==> config.mk <==
export PLATFORM = sky130hd
export DESIGN_NAME = switch_led_sequencer
export DESIGN_NICKNAME = d
export VERILOG_FILES = /design/src/rtl/switch_led_sequencer.sv
export SDC_FILE = /design/constraint.sdc
export NUM_CORES = 1
export LEC_CHECK = 0
export ABC_CLOCK_PERIOD_IN_PS = 2760
export CORE_UTILIZATION = 45
export CTS_CLUSTER_DIAMETER = 30
export CTS_CLUSTER_SIZE = 10
export DETAILED_ROUTE_END_ITERATION = 10
export GPL_ROUTABILITY_DRIVEN = 0
export GPL_TIMING_DRIVEN = 0
export PLACE_DENSITY_LB_ADDON = 0.1
export RECOVER_POWER = 25
export SLEW_MARGIN = 20
export SYNTH_ARGS = -nofsm -noshare
export SYNTH_HDL_FRONTEND = slang
export SYNTH_SLANG_ARGS = --single-unit
==> constraint.sdc <==
create_clock -name i_Clk -period 2.76 [get_ports i_Clk]
set_input_delay 0.552 -clock i_Clk [delete_from_list [all_inputs] [get_ports i_Clk]]
set_output_delay 0.552 -clock i_Clk [all_outputs]
set_load 0.1 [all_outputs]
==> src/rtl/switch_led_sequencer.sv <==
// Debounces four board switches and drives LEDs 1-3 in DIRECT, TOGGLE or CHASE mode.
// Define SWITCH_LED_SYNC_EN to add a 2-flop synchronizer on every raw switch input.
module switch_led_sequencer #(
  parameter int DEBOUNCE_LIMIT = 250000,
  parameter int CHASE_TICKS    = 6250000
) (
  input  logic i_Clk,
  input  logic i_Reset,
  input  logic i_Switch_1,
  input  logic i_Switch_2,
  input  logic i_Switch_3,
  input  logic i_Switch_4,
  output logic o_LED_1,
  output logic o_LED_2,
  output logic o_LED_3,
  output logic o_LED_4
);

  localparam int CNT_W = ($clog2(DEBOUNCE_LIMIT) < 1) ? 1 : $clog2(DEBOUNCE_LIMIT);
  localparam int TMR_W = ($clog2(CHASE_TICKS) < 1) ? 1 : $clog2(CHASE_TICKS);
  localparam logic [CNT_W-1:0] CNT_MAX = CNT_W'(DEBOUNCE_LIMIT - 1);
  localparam logic [TMR_W-1:0] TMR_MAX = TMR_W'(CHASE_TICKS - 1);

  typedef enum logic [1:0] {
    MODE_DIRECT,
    MODE_TOGGLE,
    MODE_CHASE
  } mode_t;

  logic [3:0] raw_sw;
  logic [3:0] sampled;
  logic [3:0] s_reg;
  logic [3:0] stable;
  logic [3:0] stable_prev;
  logic [3:0] press;
  logic [CNT_W-1:0] cnt [4];

  mode_t      state;
  mode_t      state_next;
  logic [2:0] latch;
  logic [2:0] latch_next;
  logic [2:0] pattern;
  logic [2:0] pattern_next;
  logic       dir_down;
  logic       dir_down_next;
  logic       dir_eff;
  logic [TMR_W-1:0] timer;
  logic [TMR_W-1:0] timer_next;
  logic [3:0] led_q;
  logic [3:0] led_next;

  assign raw_sw = {i_Switch_4, i_Switch_3, i_Switch_2, i_Switch_1};

`ifdef SWITCH_LED_SYNC_EN
  logic [3:0] sync_1;
  logic [3:0] sync_2;

  always_ff @(posedge i_Clk) begin
    if (i_Reset) begin
      sync_1 <= '0;
      sync_2 <= '0;
    end else begin
      sync_1 <= raw_sw;
      sync_2 <= sync_1;
    end
  end

  assign sampled = sync_2;
`else
  assign sampled = raw_sw;
`endif

  // The counter only runs while the sampled level disagrees with the accepted one,
  // so any disagreement shorter than the limit falls back to zero and is forgotten.
  always_ff @(posedge i_Clk) begin
    if (i_Reset) begin
      s_reg       <= '0;
      stable      <= '0;
      stable_prev <= '0;
      for (int i = 0; i < 4; i++) begin
        cnt[i] <= '0;
      end
    end else begin
      s_reg       <= sampled;
      stable_prev <= stable;
      for (int i = 0; i < 4; i++) begin
        if (s_reg[i] != stable[i]) begin
          if (cnt[i] == CNT_MAX) begin
            stable[i] <= s_reg[i];
            cnt[i]    <= '0;
          end else begin
            cnt[i] <= cnt[i] + 1'b1;
          end
        end else begin
          cnt[i] <= '0;
        end
      end
    end
  end

  assign press = stable & ~stable_prev;

  always_ff @(posedge i_Clk) begin
    if (i_Reset) begin
      state    <= MODE_DIRECT;
      latch    <= '0;
      pattern  <= 3'b001;
      dir_down <= 1'b0;
      timer    <= '0;
      led_q    <= '0;
    end else begin
      state    <= state_next;
      latch    <= latch_next;
      pattern  <= pattern_next;
      dir_down <= dir_down_next;
      timer    <= timer_next;
      led_q    <= led_next;
    end
  end

  // A mode-step press swallows every other press in the same cycle.
  always_comb begin
    state_next    = state;
    latch_next    = latch;
    pattern_next  = pattern;
    dir_down_next = dir_down;
    timer_next    = timer;
    led_next      = '0;
    dir_eff       = dir_down;

    case (state)
      MODE_DIRECT: begin
        led_next = {1'b0, stable[2:0]};
        if (press[3]) begin
          state_next = MODE_TOGGLE;
          latch_next = '0;
        end
      end

      MODE_TOGGLE: begin
        led_next = {1'b1, latch};
        if (press[3]) begin
          state_next    = MODE_CHASE;
          pattern_next  = 3'b001;
          timer_next    = '0;
          dir_down_next = 1'b0;
        end else begin
          latch_next = latch ^ press[2:0];
        end
      end

      MODE_CHASE: begin
        led_next = {1'b0, pattern};
        if (press[3]) begin
          state_next = MODE_DIRECT;
        end else begin
          // A direction flip on the terminal cycle already steers this step.
          dir_eff       = dir_down ^ press[0];
          dir_down_next = dir_eff;
          if (timer == TMR_MAX) begin
            timer_next   = '0;
            pattern_next = dir_eff ? {pattern[0], pattern[2:1]}
                                   : {pattern[1:0], pattern[2]};
          end else begin
            timer_next = timer + 1'b1;
          end
        end
      end

      default: begin
        state_next = MODE_DIRECT;
      end
    endcase
  end

  assign o_LED_1 = led_q[0];
  assign o_LED_2 = led_q[1];
  assign o_LED_3 = led_q[2];
  assign o_LED_4 = led_q[3];

endmodule

* Yosys cells after proc, flatten, opt, wreduce, memory -nomap -nowiden *
Memory sizes are Yosys's and may differ from the RTL's.
Index checks and enable logic that the tools add are counted.
W data, S select, Z words.

word-level totals
  flip-flop bits (word level) = 48
  memory bits (writable) = 72
  bits of input ports = 6
  output and inout port bits = 4
  word-level logic and storage cells = 140
  memories = 1

memories
  name  depth  width  rd ports  clocked after Yosys merged registers in  write ports  RTL line  text
  cnt   4      18     4         0                                        4            36        logic [CNT_W-1:0] cnt [4];

cells by class
  $add $sub $neg = 5
  equality and inequality tests = 17
  multiplexer cells = 78
  bitwise logic cells = 16
  reductions and logical operators = 11

operator list
  kind                     count
  $mux W18                 12
  $add A18 B1 Y18 const B  4
  $eq A18 B18 Y1 const B   4
  $mux W23                 3
  $mux W1                  48
  $pmux W23 S2             1
  $add A23 B1 Y23 const B  1
  $eq A23 B23 Y1 const B   1
  $mux W3                  6
  $ne A2 B2 Y1 const B     6
  $or A1 B1 Y1             12
  $pmux W3 S2              2
  $pmux W4 S3              1
  $reduce_and A3 Y1        3
  $reduce_and A2 Y1        4
  $mux W2                  3
  $pmux W2 S3              1
  $and A4 B4 Y4            1
  $ne A1 B1 Y1             4
  $not A4 Y4               1
  $reduce_and A4 Y1        1
  $reduce_bool A2 Y1       2
  $xor A3 B3 Y3            1
  $eq A2 B1 Y1 const B     1
  4 further kinds          4

* Depth between registers and ports, before layout *
Gate-level depths: netlist of the first run.

  word-level depth = 8
  depth in mapped cells = 9
  mapped depth without buffers = 6

* Least setup slack after synthesis of the first run *
No wires, ideal clock.

  kind = reg2reg
  from = memory cnt[1][9] (netlist bit)
  to = memory cnt[1][10] (netlist bit) (data pin)
  library setup time = 0.266 ns
  arrival = 1.834 ns
  data required time = 2.494 ns
  path slack = 0.660 ns
  cell stages (with the launch flop) = 8
  path buffers = 2
  clock period less this slack = 2.100 ns
  cells stage by stage = edfxtp_1 -> nor4b_1 -> nand4_1 -> nor4_1 -> or3_1 -> buf_2 -> buf_1 -> nor2_1

RTL lines
  what             RTL line
  start, declared  36

==> results of run 1 <==
==> cells by family (layout without fill, tap and decap cells) <==
kind of cell               Yosys count  count (layout)  synth area share (%)
buffers and inverters               40              79                  2.68
DFF                                120             120                  51.5
muxes                               12              12                  2.02
adders and majority gates            5               5                  1.03
AOI/OAI and AO/OA                   37              37                  4.25
xor gates and xnor gates            82              82                  11.8
other                                1              72                0.0619
and+or+nand+nor                    323             323                  26.6
==> metal layers <==
layer  global-route usage, %  up-vias  wire length, µm
li1                        -     2315                -
met1                    22.0     2078             5350
met2                    28.9       49             5420
met3                    4.22       21              296
met4                    8.49        0              238
met5                       0        -                0
==> stage by stage <==
step | utilization [%] | setup WS [ns] | hold slack, ns | instances
2_1_floorplan | - | 0.660 | 0.433 | 691
3_3_place_gp | 50.3 | 0.280 | 0.466 | 875
3_5_place_dp | 50.3 | 0.253 | 0.468 | 875
4_1_cts | 55.2 | 0.237 | 0.480 | 907
5_1_grt | 55.1 | 0.0563 | 0.504 | 906
6_report | 55.1 | 0.273 | 0.471 | 906
==> synth_stat cells (10+ instances only) <==
cell type | n | area share (%)
sky130_fd_sc_hd__edfxtp_1 | 72 | 36
sky130_fd_sc_hd__mux2i_1 | 10 | 1.7
sky130_fd_sc_hd__and3_1 | 10 | 1.0
sky130_fd_sc_hd__nor3_1 | 10 | 0.83
sky130_fd_sc_hd__dfxtp_1 | 48 | 16
sky130_fd_sc_hd__a21oi_1 | 11 | 0.91
sky130_fd_sc_hd__xnor2_1 | 42 | 6.1
sky130_fd_sc_hd__nor2_1 | 129 | 8.0
sky130_fd_sc_hd__nand4_1 | 22 | 2.3
sky130_fd_sc_hd__xor2_1 | 40 | 5.8
sky130_fd_sc_hd__nor4_1 | 17 | 1.8
sky130_fd_sc_hd__nand2_1 | 38 | 2.4
sky130_fd_sc_hd__nand3_1 | 40 | 3.3
sky130_fd_sc_hd__nor2b_1 | 12 | 1.2
sky130_fd_sc_hd__clkbuf_1 | 15 | 0.93
sky130_fd_sc_hd__inv_1 | 16 | 0.99
==> worst paths after layout <==
path	start	end	slack, ns	depth (start not counted)
max	cnt[2][4]	cnt[2][6]	0.27	7
min	timer[22]	timer[22]	0.47	1
max reg2reg	cnt[2][4]	cnt[2][6]	0.27	7
min reg2reg	timer[22]	timer[22]	0.47	1
==> power breakdown <==
group | internal (mW) | switching [mW] | leakage (nW) | total, mW
registers | 1.96 | 0.0552 | 1.13 | 2.01
logic | 0.0539 | 0.0785 | 1.08 | 0.132
clock network | 1.66 | 0.749 | 0.317 | 2.41
==> cell type report <==
cell class / count / area, µm² / share of cell area, %
multi-input cells: 531 / 3040 / 41.9
clock inverters: 10 / 171 / 2.36
plain buffers: 23 / 96.3 / 1.33
inverters: 16 / 60.1 / 0.826
clock buffers: 22 / 474 / 6.52
well taps: 176 / 220 / 3.03
repair buffers: 8 / 80.1 / 1.10
flip-flops and latches: 120 / 3120 / 43.0
==> worst max-delay path, cell delays in order (launching register included) <==
cell and delay (ns):
sky130_fd_sc_hd__edfxtp_1 0.47, sky130_fd_sc_hd__nor4_1 0.30, sky130_fd_sc_hd__nand4_1 0.13, sky130_fd_sc_hd__nor4_1 0.46, sky130_fd_sc_hd__or3_1 0.17, sky130_fd_sc_hd__clkbuf_1 0.32, sky130_fd_sc_hd__buf_2 0.29, sky130_fd_sc_hd__nor2_1 0.08
==> flow_summary.toml, run 1 <==
[cts]
ctsResizeCount = 0
clkSlewWorstSetupHoldPaths_ns = 0.05
postCtsSetupBuffers = 0
cts_root_buf = "sky130_fd_sc_hd__clkbuf_16"
numCtsBuffers = 17
tritoncts = "built"
clk_latency_ns = 0.42
cts_max_level = 4
cts_hold_buffers = 0
ctsLongestPathBuffers = 2
cts.sinks = 120

[logic_synthesis]
postSynth.topFlopCell = "sky130_fd_sc_hd__edfxtp_1"
synth-seq-cells = 120
mappedNetlistArea_mm2 = 0.00606
synth_cell_types = 46
synthesis.yosys.warnings = 0
netlist_instances = 620
synth-edff-count = 72
synth-async-reset-ratio_pct = 0
syn_avg_cell_area_um2 = 9.78
synth-seq-area-share_pct = 51.5

[global_routing]
grt_pass1_vias = 4324
largest_net_degree_at_the_start_of_global_routing = 17
antenna_found_initial = 0
globalRouteTotalUtil_pct = 17.7
overflow = 0
grt_pass1_wl_um = 19700

[timing]
timing_worst_slew_pin_value_ns = 0.974
finalWorstPathRequiredPeriod_ns = 2.49
highest_attainable_clock_frequency_mhz = 402
finClkSkew_ns = 0.00504
layout_worst_path_cycle_share_pct = 90.1
drv_slew = 0
max_slew_margin_pct = 34.5
fin_setup_tns_ns = 0
final_count_of_hold_timing_violations = 0
rsz_0062_raised_after_global_routing = "no"
setup-violations-final = 0

[worst_setup_path]
endpoint_kind = "flip-flop"
cp-start-kind = "flip-flop"
crit_type = "reg -> reg"
critical_path_peak_fanout = 10
critical_path_required_ns = 2.92
cp.arrival_ns = 2.65

[floorplanning]
die_height_um = 118
boundaryPins = 10
die_area_mm2 = 0.0139
floorplan.initialDensity_pct = 46.0
die_width_um = 118
floorplan.rows = 42
fp.coreArea_mm2 = 0.0132

[route]
drt.antenna.violating_nets = 0
wl_per_cell_um = 12.5
route.vias.total = 4463
vias_per_cell = 4.93
drt_wl_total_um = 11300
drc_errors = 0
drt_first_iter_violations = 220
drt_pass1_iterations = 4

[cells_and_area]
n_antenna_cell = 0
layout_commonest_cell = "sky130_fd_sc_hd__nor2_1"
reg.largest.list = "cnt x72, timer x23"
finalInstanceArea_mm2 = 0.00727
drive_gt1_share_pct = 5.75
largest_register_ff_count = 72
num-fill-cells = 1177
areaGrowthSynthToFinish_pct = 19.9
mostFrequentLayoutCells = "sky130_fd_sc_hd__nor2_1 (129), sky130_fd_sc_hd__edfxtp_1 (72), sky130_fd_sc_hd__conb_1 (72)"
finish.net_count = 728
largest_register = "cnt"

[pwr]
leakagePower_nw = 2.53
power_mw = 4.55
power_per_cell_area_mw_per_mm2 = 626
vdd.ir_drop.worst_mv = 0.323

[place]
detailedPlacementHpwl_um = 8070
io_buffer_count = 8
placement.cell_area_mm2 = 0.00663

[flow_run]
timing.max_cap.violations = 0

[hold_path]
timing.hold.worst.class = "reg -> reg"

[outcome]
outcome = "finished clean"
(Power assumes the default switching activity.)
==> run 2: changes to the inputs <==
- MAX_ROUTING_LAYER: not set -> met4
==> run 2 against run 1 <==
Against the previous run:
- sequential power is essentially flat
- critical path depth stayed put
- clock-buffer cell count unchanged
- final area unchanged
- sequential share of layout area did not move
- setup slack barely moved
- hold slack is essentially flat
- largest power group unchanged
==> flow_summary.toml, run 2 (synthesis gave the netlist of run 1 again) <==
[worst_setup_path]
cp-start-kind = "flip-flop"
critical_path_peak_fanout = 10
cp.arrival_ns = 2.65
crit_type = "reg -> reg"
endpoint_kind = "flip-flop"
critical_path_required_ns = 2.92

[cells_and_area]
finish.net_count = 728
largest_register = "cnt"
area.sequential_mm2 = 0.00312
mostFrequentLayoutCells = "sky130_fd_sc_hd__nor2_1 (129), sky130_fd_sc_hd__edfxtp_1 (72), sky130_fd_sc_hd__conb_1 (72)"
drive_gt1_share_pct = 5.75
largest_register_ff_count = 72
reg.largest.list = "cnt x72, timer x23"
layout_commonest_cell = "sky130_fd_sc_hd__nor2_1"
num-fill-cells = 1177
n_antenna_cell = 0
final_cells = 906
finalInstanceArea_mm2 = 0.00727
multi_input_area_mm2 = 0.00304
postLayoutCoreUtil_pct = 55.1
areaGrowthSynthToFinish_pct = 19.9

[hold_path]
timing.hold.worst.class = "reg -> reg"

[pwr]
switching_share_pct = 19.4
p_int_mw = 3.67
p_sw_uw = 882
share_seq_of_total_power_pct = 44.2
leakagePower_nw = 2.53
vdd.ir_drop.worst_mv = 0.322
pwr-share-clk_pct = 52.9
power_mw = 4.55
power_per_cell_area_mw_per_mm2 = 626
share_comb_of_total_power_pct = 2.9

[timing]
max_slew_margin_pct = 34.1
layout_worst_path_cycle_share_pct = 90.1
drv_slew = 0
timing_worst_slew_pin_value_ns = 0.980
final_count_of_hold_timing_violations = 0
finalWorstPathRequiredPeriod_ns = 2.49
layout_setup_ws_ns = 0.273
fin_setup_tns_ns = 0
setup-violations-final = 0
highest_attainable_clock_frequency_mhz = 402
hold_ws_ns = 0.471
finClkSkew_ns = 0.00510
rsz_0062_raised_after_global_routing = "no"

[global_routing]
globalRouteTotalUtil_pct = 18.2
antenna_found_initial = 0
grt_pass1_vias = 4316
overflow = 0
largest_net_degree_at_the_start_of_global_routing = 17
grt_pass1_wl_um = 19700

[cts]
numCtsBuffers = 17
clkSlewWorstSetupHoldPaths_ns = 0.05
cts_max_level = 4
ctsResizeCount = 0
cts_hold_buffers = 0
tritoncts = "built"
postCtsSetupBuffers = 0
cts_root_buf = "sky130_fd_sc_hd__clkbuf_16"
cts.sinks = 120
ctsLongestPathBuffers = 2
clk_latency_ns = 0.41

[floorplanning]
boundaryPins = 10
fp.coreArea_mm2 = 0.0132
die_width_um = 118
die_area_mm2 = 0.0139
floorplan.rows = 42
die_height_um = 118
floorplan.initialDensity_pct = 46.0

[flow_run]
timing.max_cap.violations = 0

[place]
place_worst_setup_slack_ns = 0.253
io_buffer_count = 8
detailedPlacementHpwl_um = 8070
placement.cell_area_mm2 = 0.00663
placed_cells_incl_taps = 875

[route]
wl_per_cell_um = 12.5
drt_first_iter_violations = 215
route.vias.total = 4470
drt_pass1_iterations = 4
drc_errors = 0
vias_per_cell = 4.93
drt.antenna.violating_nets = 0
drt_wl_total_um = 11300

[outcome]
outcome = "finished clean"
[run 2: path summary, 6_finish.rpt]
kind	startpoint	end	slack, ns	depth (start not counted)
min reg2reg	timer[22]	timer[22]	0.47	1
max	cnt[2][4]	cnt[2][6]	0.27	7
max reg2reg	cnt[2][4]	cnt[2][6]	0.27	7
min	timer[22]	timer[22]	0.47	1
[run 2: layout make-up]
type	instances	share of cell area [%]
Buffer	23	1.33
Clock buffer	22	6.52
Clock inverter	10	2.36
Inverter	16	0.826
Multi-Input combinational cell	531	41.9
Sequential cell	120	43.0
Tap cell	176	3.03
Timing Repair Buffer	8	1.10
[run 2: power groups by stage]
stage,Clock [mW],Sequential [mW],Combinational [mW]
detailed placement,0,2.05,0.130
CTS,2.46,2.01,0.132
floorplan,0,2.03,0.104
global placement,0,2.04,0.129
finish,2.41,2.01,0.132
global route,2.54,2.02,0.153
[run 2: worst max-delay path, cell delays in order (launching register included)]
cell and delay [ns]:
sky130_fd_sc_hd__edfxtp_1 0.47, sky130_fd_sc_hd__nor4_1 0.30, sky130_fd_sc_hd__nand4_1 0.13, sky130_fd_sc_hd__nor4_1 0.46, sky130_fd_sc_hd__or3_1 0.17, sky130_fd_sc_hd__clkbuf_1 0.32
sky130_fd_sc_hd__buf_2 0.29, sky130_fd_sc_hd__nor2_1 0.08
[run 2: routing by layer]
metal	GRT usage [%]	share of wire, %
met1	22.1	47
met4	8.49	2.1
met5	-	0
met2	28.9	48
met3	4.22	2.6
